<file path="src/rtl/sync_tx_pkg.sv">
// Shared types and helpers for the single-wire serial transmitter.
// The parity helper is used only when SYNC_TX_PARITY_EN is defined.
package sync_tx_pkg;

  typedef enum logic [2:0] {
    IDLE,
    START,
    DATA,
    PARITY,
    STOP
  } tx_state_e;

  localparam logic IDLE_LEVEL  = 1'b1;
  localparam logic START_LEVEL = 1'b0;

  // Words narrower than 32 bits are zero-extended, which leaves the XOR unchanged.
  function automatic logic even_parity(input logic [31:0] d);
    return ^d;
  endfunction

endpackage

</file>
<file path="src/rtl/sync_serial_tx_if.sv">
// Word handshake into the serial transmitter (in_data / in_valid / in_ready).
// The parity feature is selected elsewhere with SYNC_TX_PARITY_EN.
interface sync_serial_tx_if #(
  parameter int unsigned DATA_W = 8
);
  logic [DATA_W-1:0] in_data;
  logic              in_valid;
  logic              in_ready;

  modport master (output in_data, output in_valid, input in_ready);
  modport slave  (input in_data, input in_valid, output in_ready);
endinterface

</file>
<file path="src/rtl/sync_tx_bit_timer.sv">
// Per-bit cycle counter; bit_end marks the last clock of each line bit.
// Its behaviour does not depend on SYNC_TX_PARITY_EN.
module sync_tx_bit_timer #(
    parameter int unsigned CLKS_PER_BIT = 1
) (
    input  logic clk,
    input  logic rst,
    input  logic clr,
    output logic bit_end
);

    generate
        if (CLKS_PER_BIT <= 1) begin : g_single
            // Every bit is one clock long, so no counter is needed.
            logic unused_in;
            assign unused_in = ^{clk, rst, clr};
            assign bit_end   = 1'b1;
        end else begin : g_cnt
            localparam int unsigned CW = $clog2(CLKS_PER_BIT);
            logic [CW-1:0] cnt;

            always_ff @(posedge clk) begin
                if (rst || clr || bit_end) cnt <= '0;
                else                       cnt <= cnt + CW'(1);
            end

            assign bit_end = (cnt == CW'(CLKS_PER_BIT - 1));
        end
    endgenerate

endmodule

</file>
<file path="src/rtl/sync_serial_tx.sv">
// Frame transmitter: start bit, data LSB-first, optional even parity, stop bit.
// Define SYNC_TX_PARITY_EN to insert the parity bit after the data bits.
module sync_serial_tx
    import sync_tx_pkg::*;
#(
    parameter int unsigned DATA_W       = 8,
    parameter int unsigned CLKS_PER_BIT = 1
) (
    input  logic              clk,
    input  logic              rst,
    sync_serial_tx_if.slave   in_if,
    output logic              tx_out,
    output logic              tx_busy,
    output logic              tx_done
);

    localparam int unsigned IW = (DATA_W > 1) ? $clog2(DATA_W) : 1;

    tx_state_e         state, state_n;
    logic [DATA_W-1:0] shreg, shreg_n;
    logic [IW-1:0]     idx, idx_n;
    logic              line_n;
    logic              done_n;
    logic              bit_end;
`ifdef SYNC_TX_PARITY_EN
    logic              par_q, par_n;
`endif

    sync_tx_bit_timer #(.CLKS_PER_BIT(CLKS_PER_BIT)) u_timer (
        .clk     (clk),
        .rst     (rst),
        .clr     (state == IDLE),
        .bit_end (bit_end)
    );

    assign in_if.in_ready = (state == IDLE);
    assign tx_busy        = (state != IDLE);

    always_comb begin
        state_n = state;
        shreg_n = shreg;
        idx_n   = idx;
        done_n  = 1'b0;
`ifdef SYNC_TX_PARITY_EN
        par_n   = par_q;
`endif
        unique case (state)
            IDLE: begin
                if (in_if.in_valid) begin
                    state_n = START;
                    shreg_n = in_if.in_data;
                    idx_n   = '0;
`ifdef SYNC_TX_PARITY_EN
                    par_n   = even_parity(32'(in_if.in_data));
`endif
                end
            end
            START: if (bit_end) state_n = DATA;
            DATA: begin
                if (bit_end) begin
                    shreg_n = shreg >> 1;
                    if (idx == IW'(DATA_W - 1)) begin
                        idx_n = '0;
`ifdef SYNC_TX_PARITY_EN
                        state_n = PARITY;
`else
                        state_n = STOP;
`endif
                    end else begin
                        idx_n = idx + IW'(1);
                    end
                end
            end
`ifdef SYNC_TX_PARITY_EN
            PARITY: if (bit_end) state_n = STOP;
`endif
            STOP: begin
                if (bit_end) begin
                    state_n = IDLE;
                    done_n  = 1'b1;
                end
            end
            default: state_n = IDLE;
        endcase

        // The line register is loaded from the next state so tx_out leads by no extra cycle.
        line_n = IDLE_LEVEL;
        unique case (state_n)
            START:   line_n = START_LEVEL;
            DATA:    line_n = shreg_n[0];
`ifdef SYNC_TX_PARITY_EN
            PARITY:  line_n = par_n;
`endif
            default: line_n = IDLE_LEVEL;
        endcase
    end

    always_ff @(posedge clk) begin
        if (rst) begin
            state   <= IDLE;
            shreg   <= '0;
            idx     <= '0;
            tx_out  <= IDLE_LEVEL;
            tx_done <= 1'b0;
`ifdef SYNC_TX_PARITY_EN
            par_q   <= 1'b0;
`endif
        end else begin
            state   <= state_n;
            shreg   <= shreg_n;
            idx     <= idx_n;
            tx_out  <= line_n;
            tx_done <= done_n;
`ifdef SYNC_TX_PARITY_EN
            par_q   <= par_n;
`endif
        end
    end

endmodule

</file>
<file path="src/flat_wrapper.sv">
// flat-port wrapper written by rule: the top's interface ports become plain ports
module sync_serial_tx_flat import sync_tx_pkg::*;
#(
    parameter int unsigned DATA_W       = 8,
    parameter int unsigned CLKS_PER_BIT = 1
)
  (clk, rst, tx_out, tx_busy, tx_done, in_if_in_data, in_if_in_valid, in_if_in_ready);
  sync_serial_tx_if #(.DATA_W(DATA_W)) in_if_i ();
  input  logic clk;
  input  logic rst;
  output logic tx_out;
  output logic tx_busy;
  output logic tx_done;
  input wire logic [$bits(in_if_i.in_data)-1:0] in_if_in_data;
  input wire logic [$bits(in_if_i.in_valid)-1:0] in_if_in_valid;
  output wire logic [$bits(in_if_i.in_ready)-1:0] in_if_in_ready;
  assign in_if_i.in_data = in_if_in_data;
  assign in_if_i.in_valid = in_if_in_valid;
  assign in_if_in_ready = in_if_i.in_ready;
  sync_serial_tx #(.DATA_W(DATA_W), .CLKS_PER_BIT(CLKS_PER_BIT)) u_core (.clk(clk), .rst(rst), .in_if(in_if_i), .tx_out(tx_out), .tx_busy(tx_busy), .tx_done(tx_done));
endmodule
</file>
<file path="config.mk">
export PLATFORM = sky130hd
export DESIGN_NAME = sync_serial_tx_flat
export DESIGN_NICKNAME = d
export VERILOG_FILES = /design/src/rtl/sync_tx_pkg.sv /design/src/rtl/sync_serial_tx_if.sv /design/src/rtl/sync_tx_bit_timer.sv /design/src/rtl/sync_serial_tx.sv /design/src/flat_wrapper.sv
export SDC_FILE = /design/constraint.sdc
export NUM_CORES = 1
export LEC_CHECK = 0
export ABC_AREA = 0
export BUFFER_PORTS_ARGS = -buffer_cell sky130_fd_sc_hd__buf_2
export CAP_MARGIN = 0
export CORE_MARGIN = 3
export CORE_UTILIZATION = 40
export DETAILED_ROUTE_END_ITERATION = 12
export PLACE_DENSITY = 0.7
export SYNTH_ARGS = -nofsm -noshare
export SYNTH_HDL_FRONTEND = slang
export SYNTH_SLANG_ARGS = --single-unit
export TNS_END_PERCENT = 50
</file>
<file path="constraint.sdc">
create_clock -name clk -period 1.95 [get_ports clk]
set_clock_uncertainty 0.2 [all_clocks]
set_input_delay 0.4875 -clock clk [delete_from_list [all_inputs] [get_ports clk]]
set_output_delay 0.4875 -clock clk [all_outputs]
set_load 0.1 [all_outputs]
</file>
---- After elaboration in Yosys (flattened, before gate mapping) ----
Cells that the tools add are included.
operators by class
  eq/ne operators ......................... 7
  $add $sub $neg .......................... 1
  reductions and logical operators ........ 4
  multiplexer cells ....................... 10
operator list
  operator                                                         count
  8-bit one-hot mux with 2 select lines                            1
  3-bit two-way mux                                                4
  3-bit one-hot mux with 3 select lines                            1
  8-bit two-way mux                                                1
  3-bit by 1-bit == test with 1-bit output, second input constant  2
  3-bit by 2-bit == test with 1-bit output, second input constant  2
  3-bit == test, second input constant                             2
  3-bit one-hot mux with 2 select lines                            1
  3-bit by 1-bit adder with 3-bit output, second input constant    1
  3-bit zero test                                                  1
  3-bit nonzero test                                               1
  2-bit inequality test, second input constant                     1
  1-bit one-hot mux with 2 select lines                            1
  2-bit AND reduction                                              1
  2-bit nonzero test                                               1
  1-bit two-way mux                                                1
storage, ports and cells
  output and inout port bits .............. 4
  flip-flop bits (word level) ............. 16
  logic and storage cells ................. 28

---- Longest topological paths before layout ----
Gate-level depths: netlist of run 1.
  depth after elaboration ................. 5
  gate-level depth with buffers ........... 5

---- Modules after synthesis ----
From an unflattened synthesis of run 1, not the netlist that was laid out.
unflattened totals
  cells, all modules ...................... 91
  area, all modules ....................... 773.2 sq um
modules (own cells, without submodules)
  module             cells an instance  area an instance (sq um)  instances  sequential area each (sq um)
  sync_serial_tx     89                 762.0                     1          320.3
  sync_tx_bit_timer  2                  11.3                      1          0.0

---- Worst setup path before layout of run 1 ----
No wires, ideal clock.
  path kind ............................... reg-to-output
  start point ............................. register u_core.state[0]
  end point ............................... output port in_if_in_ready
  slack ................................... -152 ps
  data required time ...................... 1262 ps
  arrival ................................. 1414 ps
  stages on the path, launching flop included .. 4
  cells stage by stage .................... dfxtp_1 > buf_6 > or3_4 > inv_2
between the ends
  longest elaborated chain between the ends .. 1
ends and longest elaborated chain
  what                      line                   text
  start: declaration        sync_serial_tx.sv:19   tx_state_e state, state_n;
  start signal: assignment  sync_serial_tx.sv:109  state <= state_n;
  3-bit zero test           -
  end: declaration          flat_wrapper.sv:16     output wire logic [$bits(in_if_i.in_ready)-1:0] in_if_in_ready;
Every way passes these cells.

---- Final worst setup path of run 1 ----
  start point ............................. register u_core.state[1]
  end point ............................... output port in_if_in_ready
Same word-level chain as after synthesis.

==> flow_metrics.env, run 1 <==
export IMPL_status="finished, final reports clean"
export IMPL_cpPeakStageDelay_ns=0.41
export IMPL_netlist_area_um2=738
export IMPL_p_sw_mw=0.213
export IMPL_drive_gt1_frac=0.379
export IMPL_area_growth_pct=22.2
export IMPL_critPathRequiredTime_ns=1.26
export IMPL_gp_congestion=0.763
export IMPL_synth_mux_area_frac=0.0305
export IMPL_yosysUniqueCellTypes=31
export IMPL_grt_met1_usage=0.159
export IMPL_yosys_area_share_simple=0.241
export IMPL_max_cap_violations=0
export IMPL_power_switching_share=0.290
export IMPL_htreeDepth=1
export IMPL_p_leak_nw=0.383
export IMPL_clk_latency_ns=0.29
export IMPL_maxSlewViolCount=0
export IMPL_synth_top_family_by_area="simple AND/OR/NAND/NOR gates"
export IMPL_arrival_ns=1.26
export IMPL_fp_coreArea_mm2=0.00161
export IMPL_cp_start_kind="flip-flop"
export IMPL_num_vias=597
export IMPL_slew_headroom=0.679
export IMPL_synth_edf_count=0
export IMPL_synth_async_sr_flop_share=0
export IMPL_hpwlAfterDp_mm=1.10
export IMPL_grt_max_degree=14
export IMPL_powerDensity_mw_per_mm2=816
export IMPL_r2r_slack_ns=0.34
export IMPL_synth_cells=69
export IMPL_synth_commonest_cells="16 x dfxtp_1, 6 x and2_1, 5 x a221o_1"
export IMPL_synth_compound_area_frac=0.203
export IMPL_routed_wirelength_mm=1.47
export IMPL_numCtsBuffers=3
export IMPL_yosysMostFrequentCell="dfxtp_1"
export IMPL_cts_tree="built"
export IMPL_wl_per_cell_um=13.2
export IMPL_gr_total_overflow=0
export IMPL_ys_seq_area_frac=0.434
export IMPL_grt_pass1_wl_mm=2.55
export IMPL_p_int_mw=0.523
export IMPL_criticalPathCategory="flip-flop to output pin"
export IMPL_max_freq_ghz=0.514
export IMPL_synth_top_area_cell="dfxtp_1"
export IMPL_drt_iter0_drc=4
export IMPL_dr_pass1_iters=4
export IMPL_clock_root_buffer="clkbuf_4"
export IMPL_final_period_utilization=0.998
export IMPL_row_count=14
export IMPL_cts_max_path_buffers=2
export IMPL_setup_violations=0
export IMPL_power_mw=0.736
export IMPL_die_w_um=49.0
export IMPL_setup_tns_ns=0
export IMPL_endpoint_kind="output pin"
export IMPL_initial_core_util=0.458
export IMPL_path_cells="or3_4 > clkinv_4 > buf_12"
export IMPL_combPwrFrac=0.225
export IMPL_hold_viol_final=0
export IMPL_yosys_area_share_xor_xnor=0
export IMPL_nets=101
export IMPL_yosysTopAreaCellShare=0.434
export IMPL_gr_usage_met3=0.0612
export IMPL_synth_ff_type="dfxtp_1"
export IMPL_via_per_inst=5.38
export IMPL_ir_drop_uv=424
export IMPL_cp_max_fo=2
export IMPL_p_clk_frac=0.290
export IMPL_slowest_stage="or3_4"
export IMPL_cts_num_sinks=16
export IMPL_synth_fp_nets=82
export IMPL_seq_power_share=0.484
export IMPL_io_pins=15
export IMPL_yosys_area_share_adder=0.0339
export IMPL_dieHeight_um=49.0
export IMPL_antenna_found_initial=0
export IMPL_rsz0062_at_grt="true"
export IMPL_finalCriticalPeriod_ns=1.95
export IMPL_tightest_slew_ns=0.485
export IMPL_met2_usage=0.217
export IMPL_grt_pass1_vias=587
export IMPL_antenna_left=0
export IMPL_synth_avg_cell_area_um2=10.7
export IMPL_hp_class="input pin to flip-flop"
export IMPL_die_area_mm2=0.00240
export IMPL_hold_ws_ns=0.221
export IMPL_busiest_layer="met2"
export IMPL_synth_seq_cells=16
export IMPL_drc_errors=0
export IMPL_grtUsageTotal=0.141
export IMPL_clkTransAtPathRegs_ns=0.09
export IMPL_portBuffers=14
export IMPL_ys_warn_count=0
export IMPL_synth_area_top_cells="dfxtp_1 43%, a221o_1 6.8%, and2_1 5.1%"
export IMPL_num_antenna_cells=0
export IMPL_hold_buffers=0
logic make-up after synthesis:
group,Yosys count
multiplexers,2
AO/OA/AOI/OAI,19
AND/OR/NAND/NOR,25
adder cells (fa/ha/maj),2
flip-flops,16
buffers and inverters,5
area by class of cell:
class / count / area (um^2)
Sequential cell: 16 / 322
Clock buffer: 4 / 36.3
Fill cell: 163 / 709
Tap cell: 24 / 30.0
Inverter: 1 / 8.76
Multi-Input combinational cell: 48 / 375
Timing Repair Buffer: 18 / 130
cell usage in the layout (no fill, tap or decap):
| cell | instances |
|---|---|
| dfxtp_1 | 15 |
| buf_2 | 12 |
| and2_1 | 6 |
| a221o_1 | 5 |
| buf_4 | 4 |
| a21oi_1 | 3 |
| nand2_1 | 3 |
| clkbuf_4 | 3 |
| mux2_2 | 2 |
| nand2b_1 | 2 |
| nor2_1 | 2 |
| o31ai_1 | 2 |
| nand3_1 | 2 |
| o21ai_0 | 2 |
| a22o_1 | 2 |
| ha_1 | 2 |
| buf_12 | 2 |
| or3_4 | 1 |
| clkinv_4 | 1 |
| nor4b_2 | 1 |
| and2b_1 | 1 |
| nor2_2 | 1 |
| or2_2 | 1 |
| a21oi_2 | 1 |
| or3b_1 | 1 |
| a211oi_2 | 1 |
| nor4_4 | 1 |
| nor4b_1 | 1 |
| nand4b_1 | 1 |
| o21a_1 | 1 |
| a31oi_1 | 1 |
| a211oi_1 | 1 |
| nor3_1 | 1 |
| clkbuf_8 | 1 |
| dfxtp_2 | 1 |
path summary, 6_finish.rpt:
check,from,endpoint,cells past startpoint
max,u_core.state[1],in_if_in_ready,3
min,in_if_in_data[2],u_core.shreg[2],2
max reg2reg,u_core.state[1],u_core.idx[0],4
min reg2reg,u_core.shreg[7],u_core.shreg[7],2
repair_timing:
action,in CTS,in global routing
endpoints found under the hold margin,0,0
endpoints found under the setup margin,1,1
pin swaps,1,1
gates resized for setup,0,2
setup buffers,0,0
critical path: cells and delay by family, from the launching register on:
family	cells	cell delay, ns
buffers and inverters	2	0.23
DFF	1	0.33
and+or+nand+nor	1	0.41
power by group through the flow:
stage / logic, mW / clock network (mW) / registers [mW]
floorplan: 0.103 / 0 / 0.379
global placement: 0.166 / 0 / 0.363
detailed placement: 0.168 / 0 / 0.364
CTS: 0.168 / 0.224 / 0.356
global route: 0.177 / 0.240 / 0.359
finish: 0.166 / 0.214 / 0.356
routing by layer:
metal | share of wire | vias up | routed length (um)
met1 | 0.45 | 285 | 654
li1 | - | 296 | -
met2 | 0.48 | 11 | 710
met3 | 0.048 | 5 | 71
met4 | 0.021 | 0 | 31
met5 | 0 | - | 0
registers in the layout, summed over array words and instances, names as in the netlist:
signal / count
u_core.idx: 3
u_core.tx_done: 1
u_core.tx_out: 1
u_core.shreg: 8
u_core.state: 3
per-stage QoR:
stage / cell area, um^2 / worst slack (ns) / instances / util
finish: 902 / 0.00333 / 111 / 0.560
global route: 902 / -0.0488 / 111 / 0.560
CTS: 901 / -0.0184 / 111 / 0.559
detailed placement: 865 / 0.232 / 107 / 0.536
global placement: 865 / 0.256 / 107 / 0.536
floorplan: 743 / 0.0104 / 69 / -
No activity file was read; power rests on OpenSTA's default activity.
==> run 2, diff against run 1 <==
--- a/config.mk
+++ b/config.mk
@@ -8,10 +8,12 @@
 export ABC_AREA = 0
 export BUFFER_PORTS_ARGS = -buffer_cell sky130_fd_sc_hd__buf_2
 export CAP_MARGIN = 0
+export CELL_PAD_IN_SITES_DETAIL_PLACEMENT = 0
+export CELL_PAD_IN_SITES_GLOBAL_PLACEMENT = 1
 export CORE_MARGIN = 3
-export CORE_UTILIZATION = 40
+export CORE_UTILIZATION = 39
 export DETAILED_ROUTE_END_ITERATION = 12
-export PLACE_DENSITY = 0.7
+export PLACE_DENSITY = 0.83
 export SYNTH_ARGS = -nofsm -noshare
 export SYNTH_HDL_FRONTEND = slang
 export SYNTH_SLANG_ARGS = --single-unit
==> flow_metrics.env, run 2 (synthesized netlist as in run 1, its figures left out) <==
export IMPL_status="finished, final reports clean"
export IMPL_grtUsageTotal=0.133
export IMPL_numCtsBuffers=3
export IMPL_reg_largest_list="u_core.shreg (8), u_core.idx (3), u_core.state (3)"
export IMPL_max_cap_violations=0
export IMPL_final_common_cell="dfxtp_1"
export IMPL_antenna_found_initial=0
export IMPL_htreeDepth=1
export IMPL_gp_congestion=0.767
export IMPL_area_growth_pct=23.6
export IMPL_hold_ws_ns=0.216
export IMPL_setup_violations=0
export IMPL_gr_total_overflow=0
export IMPL_rsz0062_at_grt="true"
export IMPL_criticalPathCategory="flip-flop to output pin"
export IMPL_routed_wirelength_mm=1.46
export IMPL_nets=104
export IMPL_power_mw=0.696
export IMPL_row_count=15
export IMPL_cp_start_kind="flip-flop"
export IMPL_grt_max_degree=14
export IMPL_hold_buffers=0
export IMPL_dp_slack_ns=0.235
export IMPL_path_cells="or3_4 > clkinv_4 > buf_12"
export IMPL_setup_tns_ns=0
export IMPL_p_leak_nw=0.390
export IMPL_cpPeakStageDelay_ns=0.41
export IMPL_hp_class="input pin to flip-flop"
export IMPL_drc_errors=0
export IMPL_drive_gt1_frac=0.393
export IMPL_r2r_slack_ns=0.32
export IMPL_die_area_mm2=0.00245
export IMPL_largest_reg_flops=8
export IMPL_wl_per_cell_um=12.8
export IMPL_final_period_utilization=0.993
export IMPL_max_freq_ghz=0.516
export IMPL_cts_num_sinks=16
export IMPL_utilization=0.517
export IMPL_dieHeight_um=49.5
export IMPL_antenna_left=0
export IMPL_initial_core_util=0.418
export IMPL_final_cell_mix="15 x dfxtp_1, 12 x buf_2, 7 x buf_4"
export IMPL_top_register="u_core.shreg"
export IMPL_tightest_slew_ns=0.487
export IMPL_fp_coreArea_mm2=0.00176
export IMPL_slew_headroom=0.678
export IMPL_cp_max_fo=2
export IMPL_hold_viol_final=0
export IMPL_cts_max_path_buffers=2
export IMPL_hpwlAfterDp_mm=1.09
export IMPL_num_vias=601
export IMPL_maxSlewViolCount=0
export IMPL_grt_pass1_wl_mm=2.46
export IMPL_num_antenna_cells=0
export IMPL_io_pins=15
export IMPL_endpoint_kind="output pin"
export IMPL_finalCriticalPeriod_ns=1.94
export IMPL_via_per_inst=5.27
export IMPL_cts_tree="built"
export IMPL_powerDensity_mw_per_mm2=763
export IMPL_clock_root_buffer="clkbuf_4"
export IMPL_portBuffers=14
export IMPL_grt_pass1_vias=568
export IMPL_fin_ws_ns=0.0133
export IMPL_drt_iter0_drc=9
export IMPL_dr_pass1_iters=4
export IMPL_die_w_um=49.5
export IMPL_arrival_ns=1.25
export IMPL_critPathRequiredTime_ns=1.26
export IMPL_clk_latency_ns=0.29
export IMPL_ir_drop_uv=321
export IMPL_slowest_stage="or3_4"
export IMPL_clkTransAtPathRegs_ns=0.09
==> run 2: changes by cell type in the layout (fill, tap and decap cells not counted) <==
cell      delta
buf_4        +3
clkbuf_8     -1
==> run 2: cell type report <==
type                    instances  area, um^2
fillers                       169         852
multi-input cells              48         375
flip-flops and latches         16         322
repair buffers                 21         153
well taps                      25        31.3
clock buffers                   3        22.5
inverters                       1        8.76
==> run 2: metal layers <==
metal  wire length [um]  share of wire  GRT usage  vias to the layer above
met2                731           0.50      0.210                       12
met3                 63          0.043     0.0544                        2
met4                 12         0.0082     0.0415                        0
met5                  0              0          0                        -
met1                654           0.45      0.166                      287
li1                   -              -          -                      300
==> run 2: power by group <==
part	internal (mW)	switching (mW)	total [mW]
sequential	0.346	0.00928	0.355
clock	0.0718	0.0973	0.169
combinational	0.0680	0.104	0.172
total	0.486	0.211	0.696
==> run 2: worst max-delay path: cells and delay by family (launching register included) <==
kind	cells	cell delay, ns
AND/OR/NAND/NOR	1	0.41
flip-flops	1	0.33
buffers and inverters	2	0.23
==> run 2: timing repair <==
action,in CTS,in global routing
resized for setup,0,2
buffers inserted,1,0
pin swaps,1,0
setup endpoints to repair,1,1
==> run 2: per-stage QoR <==
step           std cells  instance area [um^2]
4_1_cts              114                   911
6_report             114                   912
5_1_grt              114                   912
3_3_place_gp         110                   881
2_1_floorplan         69                   743
3_5_place_dp         110                   881
==> run 2: worst paths after layout <==
kind                    start  depth (start not counted)         endpoint
max reg2reg     u_core.idx[0]                          5    u_core.tx_out
min reg2reg   u_core.shreg[7]                          2  u_core.shreg[7]
min          in_if_in_data[1]                          2  u_core.shreg[1]
max           u_core.state[0]                          3   in_if_in_ready
==> run 3, diff against run 2 <==
==> constraint.sdc (replaced) <==
create_clock -name clk -period 2.2 [get_ports clk]
set_clock_uncertainty 0.2 [all_clocks]
set_input_delay 0.55 -clock clk [delete_from_list [all_inputs] [get_ports clk]]
set_output_delay 0.55 -clock clk [all_outputs]
set_load 0.1 [all_outputs]
==> flow_metrics.env, run 3 (synthesized netlist as in run 1, its figures left out) <==
export IMPL_status="finished, final reports clean"
export IMPL_row_count=15
export IMPL_cp_start_kind="flip-flop"
export IMPL_fin_ws_ns=0.165
export IMPL_criticalPathCategory="flip-flop to output pin"
export IMPL_cts_max_path_buffers=2
export IMPL_maxSlewViolCount=0
export IMPL_die_area_mm2=0.00245
export IMPL_dieHeight_um=49.5
export IMPL_antenna_left=0
export IMPL_critPathBufInv=2
export IMPL_nets=100
export IMPL_max_freq_ghz=0.491
export IMPL_hp_class="flip-flop to flip-flop"
export IMPL_power_mw=0.651
export IMPL_hold_viol_final=0
export IMPL_dp_slack_ns=0.422
export IMPL_via_per_inst=5.09
export IMPL_final_cell_mix="16 x dfxtp_1, 12 x buf_2, 6 x and2_1"
export IMPL_cp_max_fo=2
export IMPL_slew_headroom=0.679
export IMPL_rsz0062_at_grt="false"
export IMPL_post_cts_setup_buffers=0
export IMPL_wl_per_cell_um=13.2
export IMPL_drt_iter0_drc=15
export IMPL_p_leak_nw=0.376
export IMPL_crit_family="simple AND/OR/NAND/NOR gates"
export IMPL_reg_largest_list="u_core.shreg (8), u_core.idx (3), u_core.state (3)"
export IMPL_gp_congestion=0.741
export IMPL_tightest_slew_ns=0.486
export IMPL_arrival_ns=1.29
export IMPL_numCtsBuffers=3
export IMPL_portBuffers=14
export IMPL_dr_pass1_iters=4
export IMPL_clock_root_buffer="clkbuf_4"
export IMPL_final_period_utilization=0.925
export IMPL_hpwlAfterDp_mm=1.10
export IMPL_final_common_cell="dfxtp_1"
export IMPL_fp_coreArea_mm2=0.00176
export IMPL_htreeDepth=1
export IMPL_post_cts_resized=0
export IMPL_setup_tns_ns=0
export IMPL_antenna_found_initial=0
export IMPL_max_cap_violations=0
export IMPL_largest_reg_flops=8
export IMPL_grt_pass1_wl_mm=2.62
export IMPL_drc_errors=0
export IMPL_die_w_um=49.5
export IMPL_cts_tree="built"
export IMPL_grtUsageTotal=0.145
export IMPL_drive_gt1_frac=0.360
export IMPL_ir_drop_uv=491
export IMPL_critPathRequiredTime_ns=1.45
export IMPL_routed_wirelength_mm=1.47
export IMPL_setup_violations=0
export IMPL_initial_core_util=0.418
export IMPL_slowest_stage="or3_4"
export IMPL_hold_ws_ns=0.275
export IMPL_grt_pass1_vias=577
export IMPL_grt_max_degree=14
export IMPL_powerDensity_mw_per_mm2=732
export IMPL_hold_buffers=0
export IMPL_endpoint_kind="output pin"
export IMPL_top_register="u_core.shreg"
export IMPL_area_growth_pct=20.5
export IMPL_clkTransAtPathRegs_ns=0.08
export IMPL_cpPeakStageDelay_ns=0.41
export IMPL_n_fill_cell=184
export IMPL_path_cells="or3_4 > inv_2 > buf_12"
export IMPL_num_vias=565
export IMPL_cts_num_sinks=16
export IMPL_finalCriticalPeriod_ns=2.04
export IMPL_num_antenna_cells=0
export IMPL_clk_latency_ns=0.29
export IMPL_io_pins=15
export IMPL_gr_total_overflow=0
==> run 3: power breakdown <==
group	internal (mW)	switching (mW)
registers	0.306	0.00782
clock network	0.101	0.0902
logic	0.0544	0.0911
==> run 3: metal layers <==
layer,vias to the layer above,track usage,routed length (um)
met5,-,0,0
met4,0,0.0968,21
met3,3,0.0483,68
met2,10,0.234,715
met1,262,0.160,661
li1,290,-,-
==> run 3: final timing paths <==
path / start / end / slack (ns) / cells after the start
max: u_core.state[0] / in_if_in_ready / 0.16 / 3
min: u_core.shreg[4] / u_core.shreg[4] / 0.27 / 1
max reg2reg: u_core.idx[0] / u_core.state[1] / 0.58 / 4
min reg2reg: u_core.shreg[4] / u_core.shreg[4] / 0.27 / 1
==> run 3: cell type report <==
cell class / count / area [um^2] / area share
sequential: 16 / 320 / 0.360
multi-input combinational: 48 / 375 / 0.422
tap: 25 / 31.3 / 0.0352
clock buffer: 4 / 36.3 / 0.0408
timing repair buffer: 17 / 123 / 0.138
inverter: 1 / 3.75 / 0.00422
==> run 3: metrics by stage <==
| step | instances | util | instance area [um^2] |
|---|---|---|---|
| after CTS | 111 | 0.504 | 890 |
| after global placement | 107 | 0.484 | 853 |
| after global routing | 111 | 0.504 | 890 |
| final | 111 | 0.504 | 890 |
| after detailed placement | 107 | 0.484 | 853 |
| after floorplan | 69 | - | 738 |
==> run 3: worst reg2reg max path: cells and delay by family, from the launching register on <==
family	cells	cell delay, ns
adders and majority gates	2	0.40
and+or+nand+nor	1	0.40
DFF	1	0.33
AOI/OAI and AO/OA	1	0.21
